==> src/rtl/ternary_op_ctrl.sv <==
// Command sequencer for the ternary matrix-vector datapath: runs LOAD with a timeout,
// streams MULT vectors through in/wait/out phases, and honours ABORT from any state.
module ternary_op_ctrl #(
    parameter int MAX_IN_LEN   = 16,
    parameter int MAX_OUT_LEN  = 8,
    parameter int PIPE_LAT     = 1,
    parameter int LOAD_TIMEOUT = 255
) (
    input  logic                           clk,
    input  logic                           rst_n,
    input  logic                           cmd_valid,
    output logic                           cmd_ready,
    input  logic [1:0]                     cmd_op,
    input  logic [6:0]                     cmd_arg,
    output logic                           load_ena,
    output logic [6:0]                     load_param,
    input  logic                           load_done,
    input  logic                           in_valid,
    output logic                           in_ready,
    output logic                           mult_en,
    output logic                           mult_first,
    output logic                           out_valid,
    output logic [$clog2(MAX_OUT_LEN)-1:0] out_idx,
    output logic [7:0]                     vec_cnt,
    output logic                           busy,
    output logic                           err
);
    localparam int PAIRS = MAX_IN_LEN / 2;
    localparam int PW    = (PAIRS > 1) ? $clog2(PAIRS) : 1;
    localparam int OW    = $clog2(MAX_OUT_LEN);
    localparam logic [PW-1:0] PAIR_LAST = PW'(PAIRS - 1);
    localparam logic [OW-1:0] OUT_LAST  = OW'(MAX_OUT_LEN - 1);
    localparam logic [7:0]    WAIT_LAST = (PIPE_LAT > 0) ? 8'(PIPE_LAT - 1) : 8'd0;
    localparam logic [7:0]    TO_LAST   = 8'(LOAD_TIMEOUT - 1);

    typedef enum logic [2:0] {ST_IDLE, ST_LOAD, ST_IN, ST_WAIT, ST_OUT} state_t;

    state_t          state_r, state_s;
    logic [7:0]      to_cnt_r, wait_cnt_r, remaining_r, vec_cnt_r;
    logic [PW-1:0]   pair_cnt_r;
    logic [OW-1:0]   out_idx_r;
    logic [6:0]      load_param_r;
    logic            load_ena_r, in_ready_r, mult_en_r, out_valid_r, busy_r, err_r;
    logic            cmd_fire_s, abort_s, load_acc_s, mult_acc_s, pair_fire_s, last_byte_s, timeout_s;

    assign cmd_ready   = (state_r == ST_IDLE) | (cmd_op == 2'd3);
    assign cmd_fire_s  = cmd_valid & cmd_ready;
    assign abort_s     = cmd_fire_s & (cmd_op == 2'd3);
    assign load_acc_s  = cmd_fire_s & (state_r == ST_IDLE) & (cmd_op == 2'd1);
    assign mult_acc_s  = cmd_fire_s & (state_r == ST_IDLE) & (cmd_op == 2'd2);
    assign pair_fire_s = in_valid & in_ready_r;
    assign mult_first  = pair_fire_s & (pair_cnt_r == '0);
    assign last_byte_s = (state_r == ST_OUT) & (out_idx_r == OUT_LAST);
    // load_done beats a coincident timeout
    assign timeout_s   = (state_r == ST_LOAD) & ~load_done & (to_cnt_r == TO_LAST);

    assign load_ena   = load_ena_r;
    assign load_param = load_param_r;
    assign in_ready   = in_ready_r;
    assign mult_en    = mult_en_r;
    assign out_valid  = out_valid_r;
    assign out_idx    = out_idx_r;
    assign vec_cnt    = vec_cnt_r;
    assign busy       = busy_r;
    assign err        = err_r;

    // Next-state decode
    always_comb begin
        state_s = state_r;
        if (abort_s) begin
            state_s = ST_IDLE;
        end else begin
            case (state_r)
                ST_IDLE: begin
                    if (load_acc_s)      state_s = ST_LOAD;
                    else if (mult_acc_s) state_s = ST_IN;
                    else                 state_s = ST_IDLE;
                end
                ST_LOAD: begin
                    if (load_done || timeout_s) state_s = ST_IDLE;
                    else                        state_s = ST_LOAD;
                end
                ST_IN: begin
                    if (pair_fire_s && (pair_cnt_r == PAIR_LAST))
                        state_s = (PIPE_LAT == 0) ? ST_OUT : ST_WAIT;
                    else
                        state_s = ST_IN;
                end
                ST_WAIT: begin
                    if (wait_cnt_r == WAIT_LAST) state_s = ST_OUT;
                    else                         state_s = ST_WAIT;
                end
                ST_OUT: begin
                    if (!last_byte_s)               state_s = ST_OUT;
                    else if (remaining_r == 8'd1)   state_s = ST_IDLE;
                    else                            state_s = ST_IN;
                end
                default: state_s = ST_IDLE;
            endcase
        end
    end

    // State register and registered phase outputs decoded from the next state
    always_ff @(posedge clk or negedge rst_n) begin
        if (!rst_n) begin
            state_r     <= ST_IDLE;
            load_ena_r  <= 1'b0;
            in_ready_r  <= 1'b0;
            mult_en_r   <= 1'b0;
            out_valid_r <= 1'b0;
            busy_r      <= 1'b0;
            out_idx_r   <= '0;
        end else begin
            state_r     <= state_s;
            load_ena_r  <= (state_s == ST_LOAD);
            in_ready_r  <= (state_s == ST_IN);
            mult_en_r   <= (state_s == ST_IN) | (state_s == ST_WAIT) | (state_s == ST_OUT);
            out_valid_r <= (state_s == ST_OUT);
            busy_r      <= (state_s != ST_IDLE);
            if ((state_s == ST_OUT) && (state_r == ST_OUT)) out_idx_r <= out_idx_r + OW'(1);
            else                                            out_idx_r <= '0;
        end
    end

    // Command-scoped counters, load parameter and sticky error
    always_ff @(posedge clk or negedge rst_n) begin
        if (!rst_n) begin
            to_cnt_r     <= 8'd0;
            wait_cnt_r   <= 8'd0;
            remaining_r  <= 8'd0;
            vec_cnt_r    <= 8'd0;
            pair_cnt_r   <= '0;
            load_param_r <= 7'h7F;
            err_r        <= 1'b0;
        end else begin
            if (load_acc_s)                 to_cnt_r <= 8'd0;
            else if (state_r == ST_LOAD)    to_cnt_r <= to_cnt_r + 8'd1;
            else                            to_cnt_r <= to_cnt_r;

            if (state_r == ST_WAIT) wait_cnt_r <= wait_cnt_r + 8'd1;
            else                    wait_cnt_r <= 8'd0;

            if (load_acc_s) load_param_r <= cmd_arg;
            else            load_param_r <= load_param_r;

            if (cmd_fire_s && (cmd_op != 2'd3)) err_r <= 1'b0;
            else if (timeout_s && !abort_s)     err_r <= 1'b1;
            else                                err_r <= err_r;

            // A MULT argument of zero requests the full 128 vectors
            if (mult_acc_s)       remaining_r <= (cmd_arg == 7'd0) ? 8'd128 : {1'b0, cmd_arg};
            else if (last_byte_s) remaining_r <= remaining_r - 8'd1;
            else                  remaining_r <= remaining_r;

            if (mult_acc_s)                             vec_cnt_r <= 8'd0;
            else if (last_byte_s && (vec_cnt_r != 8'hFF)) vec_cnt_r <= vec_cnt_r + 8'd1;
            else                                        vec_cnt_r <= vec_cnt_r;

            if (mult_acc_s)
                pair_cnt_r <= '0;
            else if ((state_r == ST_IN) && pair_fire_s)
                pair_cnt_r <= (pair_cnt_r == PAIR_LAST) ? '0 : pair_cnt_r + PW'(1);
            else
                pair_cnt_r <= pair_cnt_r;
        end
    end
endmodule

==> config.mk <==
export PLATFORM = sky130hd
export DESIGN_NAME = ternary_op_ctrl
export DESIGN_NICKNAME = d
export VERILOG_FILES = /design/src/rtl/ternary_op_ctrl.sv
export SDC_FILE = /design/constraint.sdc
export NUM_CORES = 1
export LEC_CHECK = 0
export CORE_ASPECT_RATIO = 1.2
export CORE_UTILIZATION = 30
export CTS_CLUSTER_DIAMETER = 50
export DETAILED_ROUTE_END_ITERATION = 8
export PLACE_DENSITY = 0.49
export SLEW_MARGIN = 20
export SYNTH_ARGS = -nofsm -noshare
export SYNTH_HDL_FRONTEND = slang
export SYNTH_SLANG_ARGS = --single-unit
==> constraint.sdc <==
create_clock -name clk -period 2.42 [get_ports clk]
set_input_delay 0.484 -clock clk [delete_from_list [all_inputs] [get_ports clk]]
set_output_delay 0.484 -clock clk [all_outputs]
set_load 0.02 [all_outputs]
==> results of run 1 <==
[stage by stage]
| step | hold WS [ns] | cells | util [%] | power, mW | setup slack [ns] |
|---|---|---|---|---|---|
| 2_1_floorplan | 0.188 | 257 | - | 2.06 | 0.383 |
| 6_report | 0.164 | 428 | 38.7 | 3.11 | 0.0756 |
| 3_3_place_gp | 0.454 | 420 | 37.5 | 2.51 | 0.127 |
| 4_1_cts | 0.162 | 428 | 38.7 | 3.15 | 0.0483 |
| 5_1_grt | 0.174 | 428 | 38.7 | 3.31 | 0.00453 |
| 3_5_place_dp | 0.452 | 420 | 37.5 | 2.53 | 0.0884 |
[critical path, stage by stage]
cell             delay [ns]
clkdlybuf4s50_1        0.46
nand2_1                0.07
nor3b_1                0.21
clkdlybuf4s50_1        0.64
[power by group]
group / switching, mW / internal (mW)
sequential: 0.193 / 1.17
clock: 0.300 / 0.309
combinational: 0.572 / 0.566
[routing by layer]
layer	GRT usage, %	vias up	share of wire, %
li1	-	1021	-
met1	15.1	1026	43
met2	26.1	30	53
met3	2.19	6	2.8
met4	3.40	0	0.84
met5	0	-	0
[cells in the final DEF (no fill, tap or decap), types with 2 or more instances in the layout]
cell / Yosys / final
a2111oi_0: 2 / 2
a211oi_1: 4 / 4
a21oi_1: 5 / 5
a221o_1: 2 / 2
a41oi_1: 2 / 2
and3_1: 6 / 6
buf_4: 2 / 11
clkbuf_8: 0 / 5
clkdlybuf4s50_1: 0 / 38
dfrtp_1: 47 / 47
dfstp_2: 7 / 7
ha_1: 12 / 12
inv_1: 12 / 12
mux2_1: 7 / 7
mux2i_1: 5 / 5
nand2_1: 17 / 17
nand3_1: 10 / 10
nand4_1: 4 / 4
nand4bb_1: 2 / 2
nor2_1: 32 / 32
nor3_1: 8 / 8
nor3_4: 2 / 2
nor3b_1: 2 / 2
nor3b_2: 3 / 3
nor4_1: 4 / 4
o211ai_1: 5 / 5
o21a_1: 2 / 2
or2_2: 2 / 2
or3_1: 3 / 3
xnor2_1: 9 / 9
xor2_1: 9 / 9
[registers in the layout (all words and copies together), names as in the netlist]
signal,flops
out_idx,3
to_cnt_r,8
busy,1
load_ena,1
pair_cnt_r,3
in_ready,1
remaining_r,8
mult_en,1
vec_cnt,8
out_valid,1
load_param,7
state_r,3
wait_cnt_r,8
err,1
[cells by family (layout without fill, tap and decap cells)]
group	after synthesis	count (layout)	share of synthesized area, %
AND/OR/NAND/NOR	105	105	21.5
flip-flops	54	54	49.1
AO/OA/AOI/OAI	36	36	10.4
buffers and inverters	20	71	3.16
XOR/XNOR	18	18	5.69
adder cells (fa/ha/maj)	12	12	5.42
multiplexers	12	12	4.65
[layout make-up]
cell class	count	area, sq um
fillers	891	5510
flip-flops and latches	54	1360
multi-input cells	183	1320
repair buffers	51	488
well taps	120	150
clock buffers	6	72.6
inverters	12	45.0
clock inverters	2	37.5
[final timing paths]
path,end,start,slack (ns),cells after the start
setup / recovery,mult_first,in_valid,0.08,4
hold / removal,remaining_r[3]$_DFFE_PN0P_,rst_n,0.16,2
setup reg to reg,vec_cnt[6]$_DFFE_PN0P_,out_idx[0]$_DFF_PN0_,0.34,6
hold reg to reg,out_idx[0]$_DFF_PN0_,out_idx[0]$_DFF_PN0_,0.46,1
max in group asynchronous,load_param[5]$_DFFE_PN1N_,rst_n,1.97,2
min in group clk,out_idx[0]$_DFF_PN0_,out_idx[0]$_DFF_PN0_,0.46,1
==> out/qor_table.md, run 1 <==
| Stage | Parameter | Reported |
|---|---|---|
| clock network | Number of buffers added by the clock tree synthesis step | 5 |
| synthesis | Fraction of registers with async set/reset | 100% |
| synthesis | Syn_nets | 283 |
| routing | Pre-Repair DR Iteration Count | 4 |
| synthesis | Yosys top cell area share | 42.5% |
| synthesis | Number of distinct standard cells referenced by the synthesized netlist | 55 |
| synthesis | Post-synth top area cell | dfrtp_1 |
| grt | Vias in the first global route | 2127 |
| power and ir drop | Power per unit of standard cell area | 893 mW/mm^2 |
| cells and area | Proportion of layout cells with a drive suffix above 1 | 13.0% |
| setup path | Crit Path Class | in -> out |
| cells and area | Post-Layout Inst Area | 0.00348 sq mm |
| synthesis | Number of enable flip-flop cells after synthesis | 0 |
| synthesis | Area of the mapped netlist | 0.00277 sq mm |
| floorplanning | Number of placement rows | 38 |
| clock network | Clock buffer depth | 2 |
| place | Placed inst area | 0.00337 sq mm |
| setup path | CP arrival | 1.86 ns |
| flow run | Max-cap violation count | 0 |
| routing | Count of routing violations after the opening detailed-route iteration | 91 |
| synthesis | Mean Syn Cell Area | 10.8 sq um |
| timing | Pins over their slew limit | 0 |
| timing | Highest achievable clock rate | 427 MHz |
| grt | Number of antenna violations at the first check in global routing | 0 |
| power and ir drop | VDD IR max | 0.403 mV |
| routing | Remaining antenna violation count | 0 |
| timing | RSZ-0062 raised after global routing | no |
| synthesis | Fraction of the yosys area taken by sequential cells | 49.1% |
| synthesis | Most repeated cell in the gate-level netlist after synthesis | dfrtp_1 |
| synthesis | Synth top area cells | dfrtp_1, dfstp_2, ha_1, nor2_1, mux2_1 |
| setup path | Top fanout value on the critical path | 2 |
| floorplanning | Initial cell density of the core | 30.8% |
| grt | Maximum number of pins on one net before global-route repair | 55 |
| routing | Per-cell routed wire length | 14.3 um |
| cells and area | Number of nets in the layout | 333 |
| setup path | Kind of start point of the critical path | primary input |
| routing | Count of vias placed by the detailed router | 2083 |
| cells and area | Synthesis-to-finish area growth | 25.5% |
| synthesis | Synthesized flop and latch total | 54 |
| floorplanning | Die X-Extent | 89.7 um |
| outcome | Status | complete, no violations |
| clock network | Number of gates resized after CTS | 0 |
| power and ir drop | Leakage power summed over all cells | 1.48 nW |
| floorplanning | Die boundary height | 107 um |
| clock network | Number of buffers inserted to repair setup after CTS | 0 |
| timing | Final hold violations | 0 |
| timing | Max-Slew Margin vs Limit | 61.4% |
| place | Port bufs | 39 |
| routing | Aggregate routed wire length | 6110 um |
| routing | Post-route DRC violation count | 0 |
| timing | Final worst clock skew | 0.0103 ns |
| timing | Portion of the clock cycle consumed by the worst path in the final layout | 96.9% |
| timing | Final setup violating endpoints | 0 |
| routing | Average vias per placed instance | 4.87 |
| cells and area | Antenna cells | 0 |
| clock network | Clock-pin transition on the worst setup and hold timing paths | 0.10 ns |
| clock network | Worst-Skew Late Latency | 0.31 ns |
| setup path | Required time at the endpoint of the critical path | 1.94 ns |
| min path | Type of the worst min-delay path | in -> async |
| place | Detailed Place HPWL | 4510 um |
| timing | Actual transition at the worst max-transition pin | 0.578 ns |
| timing | Final critical delay including setup and external delays | 2.34 ns |
| setup path | Worst setup EP type | output port |
| clock network | Clock tree from TritonCTS | done |
| synthesis | Synth Flop Type | dfrtp_1 |
| clock network | Clk sinks | 54 |
| clock network | Level count of the clock H-tree | 2 |
| synthesis | Most used standard cells in the synthesized netlist | dfrtp_1, nor2_1, nand2_1, ha_1, inv_1 |
| clock network | Count of hold-fix buffers inserted at cts | 0 |
| timing | Setup tns final | 0 ns |
| clock network | Root cell of the clock tree | clkbuf_8 |
| floorplanning | CORE AREA | 0.00899 sq mm |
| grt | First-pass GRT wire length | 10300 um |
| synthesis | Number of warnings reported in the yosys synthesis log | 0 |
| place | Final weighted congestion of routability-driven global placement | 0.713 |
| grt | Overall fraction of global-route tracks in use | 13.4% |
| grt | Overflow left after global routing | 0 |
| floorplanning | Die Area | 0.00962 sq mm |
| synthesis | Post-synthesis instance total | 257 |
| floorplanning | I/O pin total | 40 |
No activity file was read; power rests on OpenSTA's default activity.
==> run 2: changes to the inputs <==
SETUP_SLACK_MARGIN = 0.05   (was default)
==> out/qor_table.md, run 2 (synthesis gave the netlist of run 1 again) <==
| Stage | Parameter | Reported | vs previous |
|---|---|---|---|
| outcome | Status | complete, no violations | unchanged |
| clock network | Clk sinks | 54 | unchanged |
| routing | Pre-Repair DR Iteration Count | 4 | unchanged |
| timing | Final setup violating endpoints | 0 | unchanged |
| floorplanning | Die X-Extent | 89.7 um | unchanged |
| place | Final weighted congestion of routability-driven global placement | 0.713 | unchanged |
| floorplanning | Die Area | 0.00962 sq mm | unchanged |
| timing | Final worst clock skew | 0.0104 ns | was 0.0103 ns |
| power and ir drop | Leakage power summed over all cells | 1.50 nW | was 1.48 nW |
| setup path | Required time at the endpoint of the critical path | 2.62 ns | was 1.94 ns |
| floorplanning | Number of placement rows | 38 | unchanged |
| cells and area | Antenna cells | 0 | unchanged |
| place | Worst slack at placement | 0.0884 ns | unchanged |
| floorplanning | Die boundary height | 107 um | unchanged |
| grt | Overall fraction of global-route tracks in use | 13.4% | about the same |
| routing | Count of routing violations after the opening detailed-route iteration | 97 | was 91 |
| timing | Portion of the clock cycle consumed by the worst path in the final layout | 85.8% | was 96.9% |
| timing | Max-Slew Margin vs Limit | 61.4% | unchanged |
| grt | Overflow left after global routing | 0 | unchanged |
| clock network | Number of buffers inserted to repair setup after CTS | 0 | unchanged |
| routing | Aggregate routed wire length | 6090 um | was 6110 um |
| timing | Final hold slack | 0.164 ns | about the same |
| power and ir drop | Power per unit of standard cell area | 890 mW/mm^2 | was 893 mW/mm^2 |
| routing | Average vias per placed instance | 4.85 | was 4.87 |
| cells and area | Commonest non-fill, non-tap cell in the layout | dfrtp_1 | unchanged |
| clock network | Worst-Skew Late Latency | 0.31 ns | about the same |
| place | Detailed Place HPWL | 4510 um | unchanged |
| grt | First-pass GRT wire length | 10300 um | about the same |
| clock network | Root cell of the clock tree | clkbuf_8 | unchanged |
| cells and area | Number of nets in the layout | 333 | unchanged |
| cells and area | Non-filler instance count after layout | 428 | unchanged |
| clock network | Clock-pin transition on the worst setup and hold timing paths | 0.10 ns | about the same |
| clock network | Clock tree from TritonCTS | done | unchanged |
| routing | Post-route DRC violation count | 0 | unchanged |
| place | Post-Place Cells | 420 | unchanged |
| setup path | Logic depth of the worst register-to-register path | 6 | unchanged |
| routing | Remaining antenna violation count | 0 | unchanged |
| floorplanning | I/O pin total | 40 | unchanged |
| flow run | Max-cap violation count | 0 | unchanged |
| timing | Final critical delay including setup and external delays | 2.08 ns | was 2.34 ns |
| clock network | Level count of the clock H-tree | 2 | unchanged |
| timing | Pins over their slew limit | 0 | unchanged |
| setup path | Worst setup EP type | flip-flop | was output port |
| grt | Number of antenna violations at the first check in global routing | 0 | unchanged |
| routing | Per-cell routed wire length | 14.2 um | was 14.3 um |
| setup path | CP arrival | 2.28 ns | was 1.86 ns |
| power and ir drop | VDD IR max | 0.403 mV | about the same |
| timing | Actual transition at the worst max-transition pin | 0.578 ns | unchanged |
| min path | Type of the worst min-delay path | in -> async | unchanged |
| place | Port bufs | 39 | unchanged |
| cells and area | Most frequent cells in the layout | dfrtp_1, clkdlybuf4s50_1, nor2_1, nand2_1 | unchanged |
| routing | Count of vias placed by the detailed router | 2077 | was 2083 |
| clock network | Count of hold-fix buffers inserted at cts | 0 | unchanged |
| clock network | Number of buffers added by the clock tree synthesis step | 5 | unchanged |
| timing | RSZ-0062 raised after global routing | no | unchanged |
| timing | Crit path setup slack, layout | 0.343 ns | was 0.0756 ns |
| timing | Final hold violations | 0 | unchanged |
| timing | Highest achievable clock rate | 481 MHz | was 427 MHz |
| clock network | Clock buffer depth | 2 | unchanged |
| setup path | Crit Path Class | reg -> reg | was in -> out |
| floorplanning | CORE AREA | 0.00899 sq mm | unchanged |
| grt | Vias in the first global route | 2133 | was 2127 |
| floorplanning | Initial cell density of the core | 30.8% | unchanged |
| cells and area | Synthesis-to-finish area growth | 25.5% | about the same |
| setup path | Kind of start point of the critical path | flip-flop | was primary input |
| grt | Maximum number of pins on one net before global-route repair | 55 | unchanged |
| setup path | Top fanout value on the critical path | 6 | was 2 |
| cells and area | Proportion of layout cells with a drive suffix above 1 | 13.0% | unchanged |
| timing | Setup tns final | 0 ns | unchanged |
run 2: power by group:
part | total (mW) | internal, mW | switching [mW] | leakage (nW)
logic | 1.13 | 0.558 | 0.572 | 0.738
registers | 1.36 | 1.17 | 0.192 | 0.707
clock network | 0.608 | 0.309 | 0.299 | 0.0514
run 2: worst max-delay path: stages, from the launching register on:
cell and delay, ns:
dfrtp_1 0.38, ha_1 0.17, ha_1 0.22, nand4bb_1 0.27
or4_1 0.65, o211ai_1 0.19, o31ai_1 0.09
run 2: path summary, 6_finish.rpt:
kind,startpoint,endpoint,slack [ns]
min in group clk,out_idx[0]$_DFF_PN0_,out_idx[0]$_DFF_PN0_,0.46
worst min register to register,out_idx[0]$_DFF_PN0_,out_idx[0]$_DFF_PN0_,0.46
worst min-delay path,rst_n,remaining_r[3]$_DFFE_PN0P_,0.16
max in group asynchronous,rst_n,load_param[5]$_DFFE_PN1N_,1.97
worst max-delay path,out_idx[0]$_DFF_PN0_,vec_cnt[6]$_DFFE_PN0P_,0.34
worst max register to register,out_idx[0]$_DFF_PN0_,vec_cnt[6]$_DFFE_PN0P_,0.34
run 2: area by class of cell:
cell class	count	area (sq um)
clock buffer	6	72.6
fill	893	5510
tap	120	150
inverter	12	45.0
sequential	54	1360
timing repair buffer	51	489
clock inverter	2	37.5
multi-input combinational	183	1320
run 2: repair_timing:
item,CTS,global route
hold endpoints to repair,0,0
resized for setup,1,1
endpoints found under the setup margin,1,1
run 2: layer usage:
metal	global-route usage (%)	share of wire, %
met1	15.1	43
met5	0	0
met4	3.40	0.56
met2	26.2	54
met3	2.19	2.6
run 2: through the flow:
| step | instance area, sq um | util, % | power, mW |
|---|---|---|---|
| after floorplan | 2770 | - | 2.06 |
| after CTS | 3470 | 38.7 | 3.14 |
| after global placement | 3370 | 37.5 | 2.51 |
| after detailed placement | 3370 | 37.5 | 2.53 |
| after global routing | 3480 | 38.7 | 3.30 |
| final | 3480 | 38.7 | 3.10 |
